==> src/rtl/seg_mult_pkg.sv <==
// rtl/seg_mult_pkg.sv - shared types and helpers for the segmented multiplier
package seg_mult_pkg;

    localparam int MAX_W = 16;
    localparam int PP_W  = 2 * MAX_W;

    function automatic int prod_w(input int width);
        return 2 * width;
    endfunction

    // Partial products are carried at the widest legal size; the top trims them.
    typedef struct packed {
        logic [PP_W-1:0] p_hh;
        logic [PP_W-1:0] p_x;
        logic [PP_W-1:0] p_ll_exact;
        logic [PP_W-1:0] p_ll;
        logic            approx;
    } s2_payload_t;

    function automatic logic [PP_W-1:0] approx_ll(input logic [MAX_W-1:0] al,
                                                  input logic [MAX_W-1:0] bl);
        return PP_W'(al & bl);
    endfunction

endpackage

==> src/rtl/seg_pp_gen.sv <==
// rtl/seg_pp_gen.sv - combinational partial-product generator between S1 and S2
module seg_pp_gen
    import seg_mult_pkg::*;
#(
    parameter int WIDTH = 8,
    parameter int K     = 3
) (
    input  logic [WIDTH-1:0] a,
    input  logic [WIDTH-1:0] b,
    input  logic             approx,
    output s2_payload_t      pp
);

    localparam int HW = WIDTH - K;

    logic [HW-1:0]   ah;
    logic [HW-1:0]   bh;
    logic [K-1:0]    al;
    logic [K-1:0]    bl;
    logic [PP_W-1:0] ll_exact;
    logic [PP_W-1:0] ll_apx;

    assign ah = a[WIDTH-1:K];
    assign bh = b[WIDTH-1:K];
    assign al = a[K-1:0];
    assign bl = b[K-1:0];

    assign ll_exact = PP_W'(al) * PP_W'(bl);
    assign ll_apx   = approx_ll(MAX_W'(al), MAX_W'(bl));

    always_comb begin
        pp            = '0;
        pp.p_hh       = PP_W'(ah) * PP_W'(bh);
        pp.p_x        = PP_W'(ah) * PP_W'(bl) + PP_W'(al) * PP_W'(bh);
        pp.p_ll_exact = ll_exact;
        pp.p_ll       = approx ? ll_apx : ll_exact;
        pp.approx     = approx;
    end

endmodule

==> src/rtl/seg_mult_pipe.sv <==
// rtl/seg_mult_pipe.sv - three-stage segmented multiplier with exact/approximate low term
module seg_mult_pipe
    import seg_mult_pkg::*;
#(
    parameter int WIDTH = 8,
    parameter int K     = 3,
    parameter int CNT_W = 16
) (
    input  logic                  clk,
    input  logic                  rst,
    input  logic                  in_valid,
    output logic                  in_ready,
    input  logic [WIDTH-1:0]      in_a,
    input  logic [WIDTH-1:0]      in_b,
    input  logic                  in_approx,
    output logic                  out_valid,
    input  logic                  out_ready,
    output logic [2*WIDTH-1:0]    out_y,
    output logic [2*K-1:0]        out_err,
    output logic                  out_approx,
    output logic [CNT_W-1:0]      approx_cnt,
    input  logic                  cnt_clr
);

    localparam int PW = prod_w(WIDTH);

    logic             v1, v2, v3;
    logic             adv;
    logic [WIDTH-1:0] a1, b1;
    logic             apx1;
    s2_payload_t      pp;
    s2_payload_t      s2_q;
    logic [PW-1:0]    y_next;
    logic [2*K-1:0]   err_next;
    logic             out_hs;

    // Whole pipe moves in lockstep; a stalled output freezes every stage.
    assign adv       = !v3 || out_ready;
    assign in_ready  = adv;
    assign out_valid = v3;
    assign out_hs    = v3 && out_ready;

    seg_pp_gen #(
        .WIDTH (WIDTH),
        .K     (K)
    ) u_pp_gen (
        .a      (a1),
        .b      (b1),
        .approx (apx1),
        .pp     (pp)
    );

    assign y_next   = PW'(s2_q.p_hh << (2 * K)) + PW'(s2_q.p_x << K) + PW'(s2_q.p_ll);
    assign err_next = (2*K)'(s2_q.p_ll_exact - s2_q.p_ll);

    always_ff @(posedge clk) begin
        if (rst) begin
            v1         <= 1'b0;
            v2         <= 1'b0;
            v3         <= 1'b0;
            a1         <= '0;
            b1         <= '0;
            apx1       <= 1'b0;
            s2_q       <= '0;
            out_y      <= '0;
            out_err    <= '0;
            out_approx <= 1'b0;
        end else if (adv) begin
            v1 <= in_valid;
            if (in_valid) begin
                a1   <= in_a;
                b1   <= in_b;
                apx1 <= in_approx;
            end
            v2 <= v1;
            if (v1) begin
                s2_q <= pp;
            end
            v3 <= v2;
            if (v2) begin
                out_y      <= y_next;
                out_err    <= err_next;
                out_approx <= s2_q.approx;
            end
        end
    end

    always_ff @(posedge clk) begin
        if (rst || cnt_clr) begin
            approx_cnt <= '0;
        end else if (out_hs && out_approx && (approx_cnt != '1)) begin
            approx_cnt <= approx_cnt + 1'b1;
        end
    end

endmodule

==> config.mk <==
export PLATFORM = sky130hd
export DESIGN_NAME = seg_mult_pipe
export DESIGN_NICKNAME = d
export VERILOG_FILES = /design/src/rtl/seg_mult_pkg.sv /design/src/rtl/seg_pp_gen.sv /design/src/rtl/seg_mult_pipe.sv
export SDC_FILE = /design/constraint.sdc
export NUM_CORES = 1
export LEC_CHECK = 0
export CORE_MARGIN = 2
export CORE_UTILIZATION = 38
export DETAILED_ROUTE_END_ITERATION = 7
export DONT_BUFFER_PORTS = 1
export PLACE_DENSITY_LB_ADDON = 0.12
export SYNTH_ARGS = -nofsm -noshare
export SYNTH_HDL_FRONTEND = slang
export SYNTH_SLANG_ARGS = --single-unit
export TNS_END_PERCENT = 1
==> constraint.sdc <==
create_clock -name clk -period 9.9 [get_ports clk]
set_input_delay 1.485 -clock clk [delete_from_list [all_inputs] [get_ports clk]]
set_output_delay 1.485 -clock clk [all_outputs]
set_load 0.01 [all_outputs]
==> results of run 1 <==
cell usage after synthesis, types with 2 or more instances:
cell / n
o311ai_0: 2
o21a_1: 6
a31oi_1: 6
or4_1: 2
nand3_1: 12
nor4_1: 6
nand2_1: 122
nor4b_1: 7
xor2_1: 2
a21o_1: 8
a21oi_1: 72
and3_2: 2
nor2b_1: 7
buf_1: 2
buf_2: 7
ha_1: 50
inv_1: 44
xnor2_1: 22
a211oi_1: 12
and3_1: 5
and4_1: 2
mux2i_1: 3
or3_1: 2
fa_1: 30
nor3_1: 17
buf_4: 2
dfxtp_1: 89
o31a_1: 2
nand4_1: 5
nor2_1: 34
nand3b_1: 5
clkbuf_1: 17
and2_1: 56
o21ai_0: 16
critical path: stages (launching register included):
cell and delay, ps:
dfxtp_1 380, and2_1 200, fa_1 550, inv_1 60
fa_1 460, fa_1 540, inv_1 40, ha_1 210
fa_1 400, a21o_1 190, a21oi_1 230, xnor2_1 140
nand2_1 70, a21oi_1 180
state kept, by name, indices dropped and copies added, names as in the netlist:
signal / cells
approx_cnt: 16
b1: 8
a1: 8
v1: 1
out_err: 5
out_y: 16
out_approx: 1
s2_q: 31
out_valid: 1
apx1: 1
v2: 1
final timing paths:
kind,slack (ps),cells past startpoint,start,end
worst max-delay path,6170,13,a1[3]$_SDFFE_PP0P_,s2_q[71]$_SDFFE_PP0P_
worst min-delay path,450,2,s2_q[102]$_SDFFE_PP0P_,s2_q[102]$_SDFFE_PP0P_
worst max register to register,6170,13,a1[3]$_SDFFE_PP0P_,s2_q[71]$_SDFFE_PP0P_
worst min register to register,450,2,s2_q[102]$_SDFFE_PP0P_,s2_q[102]$_SDFFE_PP0P_
metal layers:
layer | vias up | routed length (µm)
li1 | 2346 | -
met1 | 2101 | 6920
met2 | 79 | 5770
met3 | 14 | 509
met4 | 0 | 188
met5 | - | 0
kinds of logic after synthesis:
logic type	share of synthesized area (%)
AND/OR/NAND/NOR	25.0
AO/OA/AOI/OAI	14.0
flip-flops	30.4
adder cells (fa/ha/maj)	20.9
buffers and inverters	5.56
XOR/XNOR	3.59
multiplexers	0.513
other	0.0640
report_power, final:
group | internal (W) | switching, W
clock | 0.000187 | 0.000154
combinational | 0.0000236 | 0.0000380
sequential | 0.000368 | 0.0000136
per-stage QoR:
| step | hold slack [ps] | power, W | std cells |
|---|---|---|---|
| floorplan | 432 | 0.000441 | 702 |
| global placement | 440 | 0.000451 | 862 |
| detailed placement | 438 | 0.000452 | 862 |
| CTS | 447 | 0.000795 | 878 |
| global route | 462 | 0.000823 | 878 |
| finish | 453 | 0.000784 | 878 |
layout make-up:
type                       count  area share, %
clock buffer                  12           4.10
clock inverter                 4          0.580
inverter                      45           2.70
multi-input combinational    537           60.0
sequential                    89           28.5
tap                          188           3.76
timing repair buffer           3          0.360
==> results.md, run 1 <==
- Register area share after synthesis: 30.4%
- DP HPWL: 10100 µm
- Slack of the critical path: 6170 ps
- Met1 Use GR: 24.4%
- Layout cell share with drive strength beyond 1: 4.06%
- Inserted Clock Buffers: 9
- #FFs+latches synth: 89
- Grt met2 use: 25.4%
- Post-synth top area share: 30.4%
- Total Routing Usage GR: 16.9%
- Core Box Area: 15100 µm²
- CP Data Arrival Time: 4010 ps
- Hold/Removal Path Class: register to register
- Clk buf depth: 2
- Placed cell areas: 5960 µm²
- DRT Pass-1 Iters: 4
- Grt met3 use: 3.46%
- Leakage power of the design: 2.61 nW
- Unrepaired setup endpoints after global routing: no
- Setup WS pre-CTS: 6160 ps
- Commonest non-fill, non-tap cell in the layout: nand2_1
- Clock sinks: 89
- Initial antenna violation count: 1
- I/O pin total: 63
- Startpoint types: register
- Share of flip-flops with an asynchronous set or reset: 0%
- Final setup viols: 0
- Most frequent cells in the layout: nand2_1 (122), dfxtp_1 (89), a21oi_1 (72), and2_1 (56), ha_1 (50)
- Post-synth EDFFs: 0
- Die area: 16400 µm²
- Starting density of the core: 38.7%
- Worst-path clk slew: 70 ps
- Area leader, netlist: dfxtp_1
- Iter 0 DRT Violations: 244
- CTS Root Cell: clkbuf_16
- Yosys cell types: 59
- Vias in the first global route: 4362
- Max-Cap Viols: 0
- Port bufs: 0
- GR Overflow Total: 0
- Wire per inst: 15.3 µm
- Power per cell area: 125 nW/µm²
- # fillers: 1555
- Final Net Count: 787
- Gpl congestion: 0.801
- Warnings from Yosys: 0
- FP Rows: 45
- Syn_area_per_cell: 8.35 µm²
- Die Wd: 128 µm
- Synthesized instance count: 701
- Worst slew margin: 27.1%
- Post-DRT Antenna Nets: 0
- VDD IR max: 0.0754 mV
- Vias per inst: 5.17
- Most common flop cell mapped by yosys: dfxtp_1
- Status: complete, no violations
- Skew final: 10.3 ps
- Vias after detailed routing: 4540
- Post-route cell area: 6250 µm²
- Crit path kind: register to register
- Pin count of the biggest net entering global routing: 78
- Final hold violations: 0
- Slew @ Worst Pin: 1090 ps
- CTS Hold Buffers Added: 0
- Worst-Skew Late Latency: 360 ps
- First-pass GRT wire length: 22000 µm
- Cts repair resizes: 0
- Drt drc: 0
- Post-CTS Setup Repair Bufs: 0
- Chip height: 128 µm
- Endpoint class of the critical path: register
- Ant. Diodes: 0
- Tmin final: 3730 ps
- Register area: 1780 µm²
- Final TNS setup: 0 ps
- Critical Path Fanout Max: 9
- Fmax: 0.268 GHz
- Global route hottest layer: met2
- DRT Wirelength: 13400 µm
- CTS H-tree depth: 3
- Area Overhead vs Synth: 6.79%
- Multi-input logic area: 3750 µm²
- Final core occ: 41.3%
- Data required time of the critical path: 10180 ps
- Cell Area, Synth: 5860 µm²
- Final Cycle Share: 37.6%
- CTS tree: done
- Max Transition Viols Final: 0
- Leading post-synthesis cells by cell area: dfxtp_1 (30%), ha_1 (11%), fa_1 (10%)
No activity file was read; power rests on OpenSTA's default activity.
==> run 2, diff against run 1 <==
clock period = 3.4 ns   (was 9.9 ns; I/O delays follow)
==> run 2 against run 1 <==
Flip-flop and latch count unchanged. Clock skew hardly changed. Critical path type unchanged. Wire length decreased by 0.93%. Non-clock buffer count grew 28. Critical endpoint unchanged. Cell count up 3.2%. Die area did not move. Combinational power rose to 3.6 times the previous value. Sequential share of layout area is 1.0 points lower. Clock power rose to 2.8 times the previous value.
==> results.md, run 2 (synthesized netlist as in run 1, its figures left out) <==
- DRT Wirelength: 13300 µm
- Endpoint class of the critical path: register
- VDD IR max: 0.239 mV
- Drt drc: 0
- Post-DRT Antenna Nets: 0
- Max layer used: met4
- Critical Path Source: a1[3]$_SDFFE_PP0P_
- CTS Root Cell: clkbuf_16
- Unrepaired setup endpoints after global routing: yes
- Max Transition Viols Final: 0
- Skew final: 10.2 ps
- Wire per inst: 14.6 µm
- CP max stage delay: 530 ps
- Clock sinks: 89
- DRT Pass-1 Iters: 4
- Die area: 16400 µm²
- DR WL met3: 546 µm
- Worst slew margin: 55.4%
- Slew @ Worst Pin: 668 ps
- CP delay by family, top: adder cells
- Area Overhead vs Synth: 11.5%
- Vias after detailed routing: 4669
- Post-route cell area: 6530 µm²
- Worst-path clk slew: 70 ps
- Top flop regs: s2_q (31), approx_cnt (16), out_y (16)
- Crit-path most repeated cell: fa_1
- CTS tree: done
- GR Overflow Total: 0
- Pin count of the biggest net entering global routing: 78
- Port bufs: 0
- Worst r2r src: a1[3]$_SDFFE_PP0P_
- # fillers: 1533
- Vias per inst: 5.15
- Die Wd: 128 µm
- Inst Count DP: 890
- I/O pin total: 63
- Data required time of the critical path: 3680 ps
- Clk buf depth: 2
- CTS H-tree depth: 3
- DP HPWL: 10400 µm
- Starting density of the core: 38.7%
- Final hold violations: 0
- Ant. Diodes: 0
- Top reg by flops: s2_q
- Final Cycle Share: 97.6%
- Crit path kind: register to register
- Routed metal-1 wire length: 6530 µm
- Critical-path cell list: and2_4, fa_1, inv_1, fa_1, fa_1, inv_1, ha_4, fa_2, a21o_1, a21oi_2, xnor2_1, nand2_1, a21oi_2
- Inserted Clock Buffers: 9
- Power per cell area: 352 nW/µm²
- Initial antenna violation count: 1
- Most frequent cells in the layout: nand2_1 (122), dfxtp_1 (78), a21oi_1 (68), and2_1 (53), ha_1 (48)
- Overall Power: 0.00230 W
- Startpoint types: register
- Chip height: 128 µm
- Tmin final: 3320 ps
- Final setup viols: 0
- Core Box Area: 15100 µm²
- Max-Cap Viols: 0
- Hold/Removal Path Class: input pin to register
- Critical Path Fanout Max: 4
- Fmax: 0.301 GHz
- CTS Hold Buffers Added: 0
- First-pass GRT wire length: 22200 µm
- Final Net Count: 815
- FP Rows: 45
- Met2 Wirelength: 6000 µm
- Worst-Skew Late Latency: 350 ps
- Iter 0 DRT Violations: 176
- Commonest non-fill, non-tap cell in the layout: nand2_1
- Status: complete, no violations
- Hold Crit Start: rst
- Placed cell areas: 6180 µm²
- Vias in the first global route: 4439
- Layout cell share with drive strength beyond 1: 11.3%
- Number of flip-flops in the largest register: 31
- CP Data Arrival Time: 3600 ps
- WP buf/inv: 2
- Leakage power of the design: 2.76 nW
- Gpl congestion: 0.852
- Total Routing Usage GR: 16.9%
- Max stage delay cell, worst path: fa_1
- Post-CTS Setup Repair Bufs: 0
- Final cell count without fillers: 906
==> run 2: cell count changes in the layout (fill, tap and decap cells not counted), moves of 4 or more <==
cell	delta
buf_4	+28
dfxtp_1	-11
dfxtp_2	+11
a21oi_1	-4
a21oi_2	+4
==> run 2: layer usage <==
metal / GRT usage (%) / vias to the layer above
met5: 0 / -
met4: 4.27 / 0
met3: 4.13 / 17
met2: 27.5 / 84
met1: 22.6 / 2162
li1: - / 2406
==> run 2: worst paths after layout <==
path | end | slack, ps | cells after the start
setup / recovery | s2_q[71]$_SDFFE_PP0P_ | 80 | 13
setup reg to reg | s2_q[71]$_SDFFE_PP0P_ | 80 | 13
hold reg to reg | out_approx$_SDFFE_PP0P_ | 450 | 2
hold / removal | s2_q[100]$_SDFFE_PP0P_ | 230 | 1
==> run 2: stage by stage <==
step                hold WS [ps]  setup WS, ps  setup TNS, ps  util (%)
finish                       230          82.9              0      43.1
global route                 216         -74.1           -164      43.1
CTS                          215         -7.66          -7.66      42.9
detailed placement           443         -80.7           -209      40.8
global placement             440         -37.7          -67.0      40.8
floorplan                    432          22.6              0         -
==> run 2: layout make-up <==
cell class / instances / area (µm²) / area share (%)
multi-input combinational: 537 / 3810 / 58.3
sequential: 89 / 1800 / 27.5
clock buffer: 11 / 253 / 3.87
tap: 188 / 235 / 3.60
timing repair buffer: 31 / 233 / 3.56
inverter: 45 / 169 / 2.59
clock inverter: 5 / 38.8 / 0.594
==> run 2: where the power goes <==
group          switching (W)  internal, W  total (W)
Sequential         0.0000281      0.00107    0.00110
Combinational       0.000132    0.0000923   0.000224
Clock               0.000430     0.000541   0.000971
==> run 2: timing repair <==
item / CTS / global route
gates cloned: 0 / 0
gates resized for setup: 10 / 18
setup endpoints to repair: 5 / 9
pin swaps: 7 / 11
==> run 3, diff against run 2 <==
SYNTH_HIERARCHICAL = 1   (was default)
clock period = 3.3 ns   (was 3.4 ns; I/O delays follow)
==> run 3 against run 2 <==
The run now ends with setup timing left. Die area increased by 15%. Synthesized area rose by 16%. Register-to-register slack worse by 200 ps. Sequential share of layout area rose by 0.25 points. Highest routed layer unchanged. Non-clock buffer count rose by 11. Via count is 12% higher. Combinational power increased by 17%.
==> results.md, run 3 <==
- Core Box Area: 17400 µm²
- Gpl congestion: 0.854
- Post-DRT Antenna Nets: 0
- Switch Pwr: 0.000687 W
- Crit path kind: register to register
- Max-Cap Viols: 0
- Int Pwr: 0.00230 W
- FP Rows: 48
- Warnings from Yosys: 6
- Final Net Count: 955
- VDD IR max: 0.244 mV
- Critical Path Fanout Max: 4
- Failing checks: setup timing
- Final TNS setup: -320 ps
- Drt drc: 0
- Top reg by flops: s2_q
- Endpoint class of the critical path: register
- Power per cell area: 391 nW/µm²
- Inst Count DP: 1045
- I/O pin total: 63
- Area Overhead vs Synth: 13.0%
- Seq pwr share: 44.4%
- CTS H-tree depth: 3
- Vias in the first global route: 5142
- Worst Hold End: out_err[4]$_SDFFE_PP0P_
- Placed cell areas: 7130 µm²
- Post-route cell area: 7650 µm²
- Worst Hold Slack: 216 ps
- Clk buf depth: 2
- Data required time of the critical path: 3580 ps
- Wire per inst: 14.0 µm
- Starting density of the core: 39.0%
- Layout cell share with drive strength beyond 1: 11.6%
- Slew @ Worst Pin: 763 ps
- Initial antenna violation count: 0
- CTS Root Cell: clkbuf_16
- Chip height: 137 µm
- Port bufs: 0
- Die area: 18900 µm²
- Worst-path clk slew: 80 ps
- Switching Share: 23.0%
- GR Overflow Total: 0
- Vias per inst: 4.88
- Status: finished, violations left
- Worst r2r src: b1[2]$_SDFFE_PP0P_
- Final hold violations: 0
- Final Cycle Share: 104%
- Die Wd: 137 µm
- Logic pwr share: 8.8%
- Ant. Diodes: 0
- R2R Path End: s2_q[71]$_SDFFE_PP0P_
- Total Routing Usage GR: 16.6%
- R2R Setup Slk: -120 ps
- Fmax: 0.293 GHz
- Most frequent cells in the layout: nand2_1 (173), dfxtp_1 (94), a21oi_1 (88), inv_1 (61), ha_1 (53)
- DP HPWL: 11300 µm
- CTS Hold Buffers Added: 0
- Max Transition Viols Final: 0
- Worst slew margin: 48.7%
- Top flop regs: s2_q (46), approx_cnt (16), out_y (16)
- Final setup viols: 4
- Startpoint types: register
- Syn_area_per_cell: 8.28 µm²
- Inserted Clock Buffers: 9
- DRT Pass-1 Iters: 6
- Hold/Removal Path Class: input pin to register
- Number of flip-flops in the largest register: 46
- CTS tree: done
- Tmin final: 3420 ps
- Clock sinks: 105
- Synthesized instance count: 818
- Leakage power of the design: 3.27 nW
- Hold Path Depth: 1
- Final cell count without fillers: 1068
- Slack of the critical path: -116 ps
- CP Data Arrival Time: 3700 ps
- Skew final: 9.30 ps
- Commonest non-fill, non-tap cell in the layout: nand2_1
- Worst reg2reg path depth: 14
- Clock power frac: 46.8%
- Worst-Skew Late Latency: 350 ps
- Unrepaired setup endpoints after global routing: yes
- Cell Area, Synth: 6770 µm²
- Hold Crit Start: rst
- Pin count of the biggest net entering global routing: 93
- DRT Wirelength: 15000 µm
- First-pass GRT wire length: 25100 µm
- Iter 0 DRT Violations: 223
- Vias after detailed routing: 5212
- Overall Power: 0.00299 W
[run 3: final cells by class]
cell class,instances,area [µm²]
clock buffers,9,225
clock inverters,7,164
fillers,1764,9700
inverters,63,236
multi-input cells,617,4310
flip-flops and latches,105,2120
well taps,225,282
repair buffers,42,315
[run 3: power by group through the flow]
stage	clock (W)	combinational [W]	sequential, W
global placement	0	0.000250	0.00136
detailed placement	0	0.000253	0.00136
CTS	0.00144	0.000263	0.00133
global route	0.00148	0.000300	0.00134
finish	0.00140	0.000262	0.00133
floorplan	0	0.000198	0.00136
[run 3: per-stage QoR]
stage	setup WS, ps	util [%]
detailed placement	-159	41.1
global placement	-82.7	41.1
floorplan	-11.8	-
CTS	-143	43.8
global route	-263	44.1
finish	-116	44.1
[run 3: what timing repair did]
item,CTS,global route
buffers inserted,6,1
pin swaps,19,7
endpoints found under the setup margin,8,10
gates resized for setup,12,13
[run 3: layer usage]
metal  vias up  wire length (µm)  global-route usage, %
met5         -                 0                      0
met4         0               180                   3.78
met3        12               579                   3.64
met2        82              6490                   25.1
met1      2421              7720                   24.1
li1       2697                 -                      -
[run 3: worst max-delay path by stage]
stage                     slack (ps)  cells past startpoint                     end                from
after floorplan                  -10                     15   s2_q[73]$_SDFFE_PP0P_  b1[2]$_SDFFE_PP0P_
after global placement           -80                     13  s2_q[105]$_SDFFE_PP0P_  a1[3]$_SDFFE_PP0P_
after detailed placement        -160                     12  s2_q[106]$_SDFFE_PP0P_  a1[4]$_SDFFE_PP0P_
after CTS                       -140                     15   s2_q[73]$_SDFFE_PP0P_  b1[2]$_SDFFE_PP0P_
after global routing            -260                     14   s2_q[72]$_SDFFE_PP0P_  b1[0]$_SDFFE_PP0P_
final                           -120                     14   s2_q[71]$_SDFFE_PP0P_  b1[2]$_SDFFE_PP0P_
[run 3: worst max-delay path: stages, from the launching register on]
cell     delay, ps
dfxtp_2        340
and2_4         160
fa_1           550
inv_2           40
fa_1           480
inv_1           50
fa_1           430
ha_2           200
fa_2           340
a21o_1         190
a21oi_2        140
buf_4          140
xnor2_2        100
nand2_1         70
a21oi_1        120
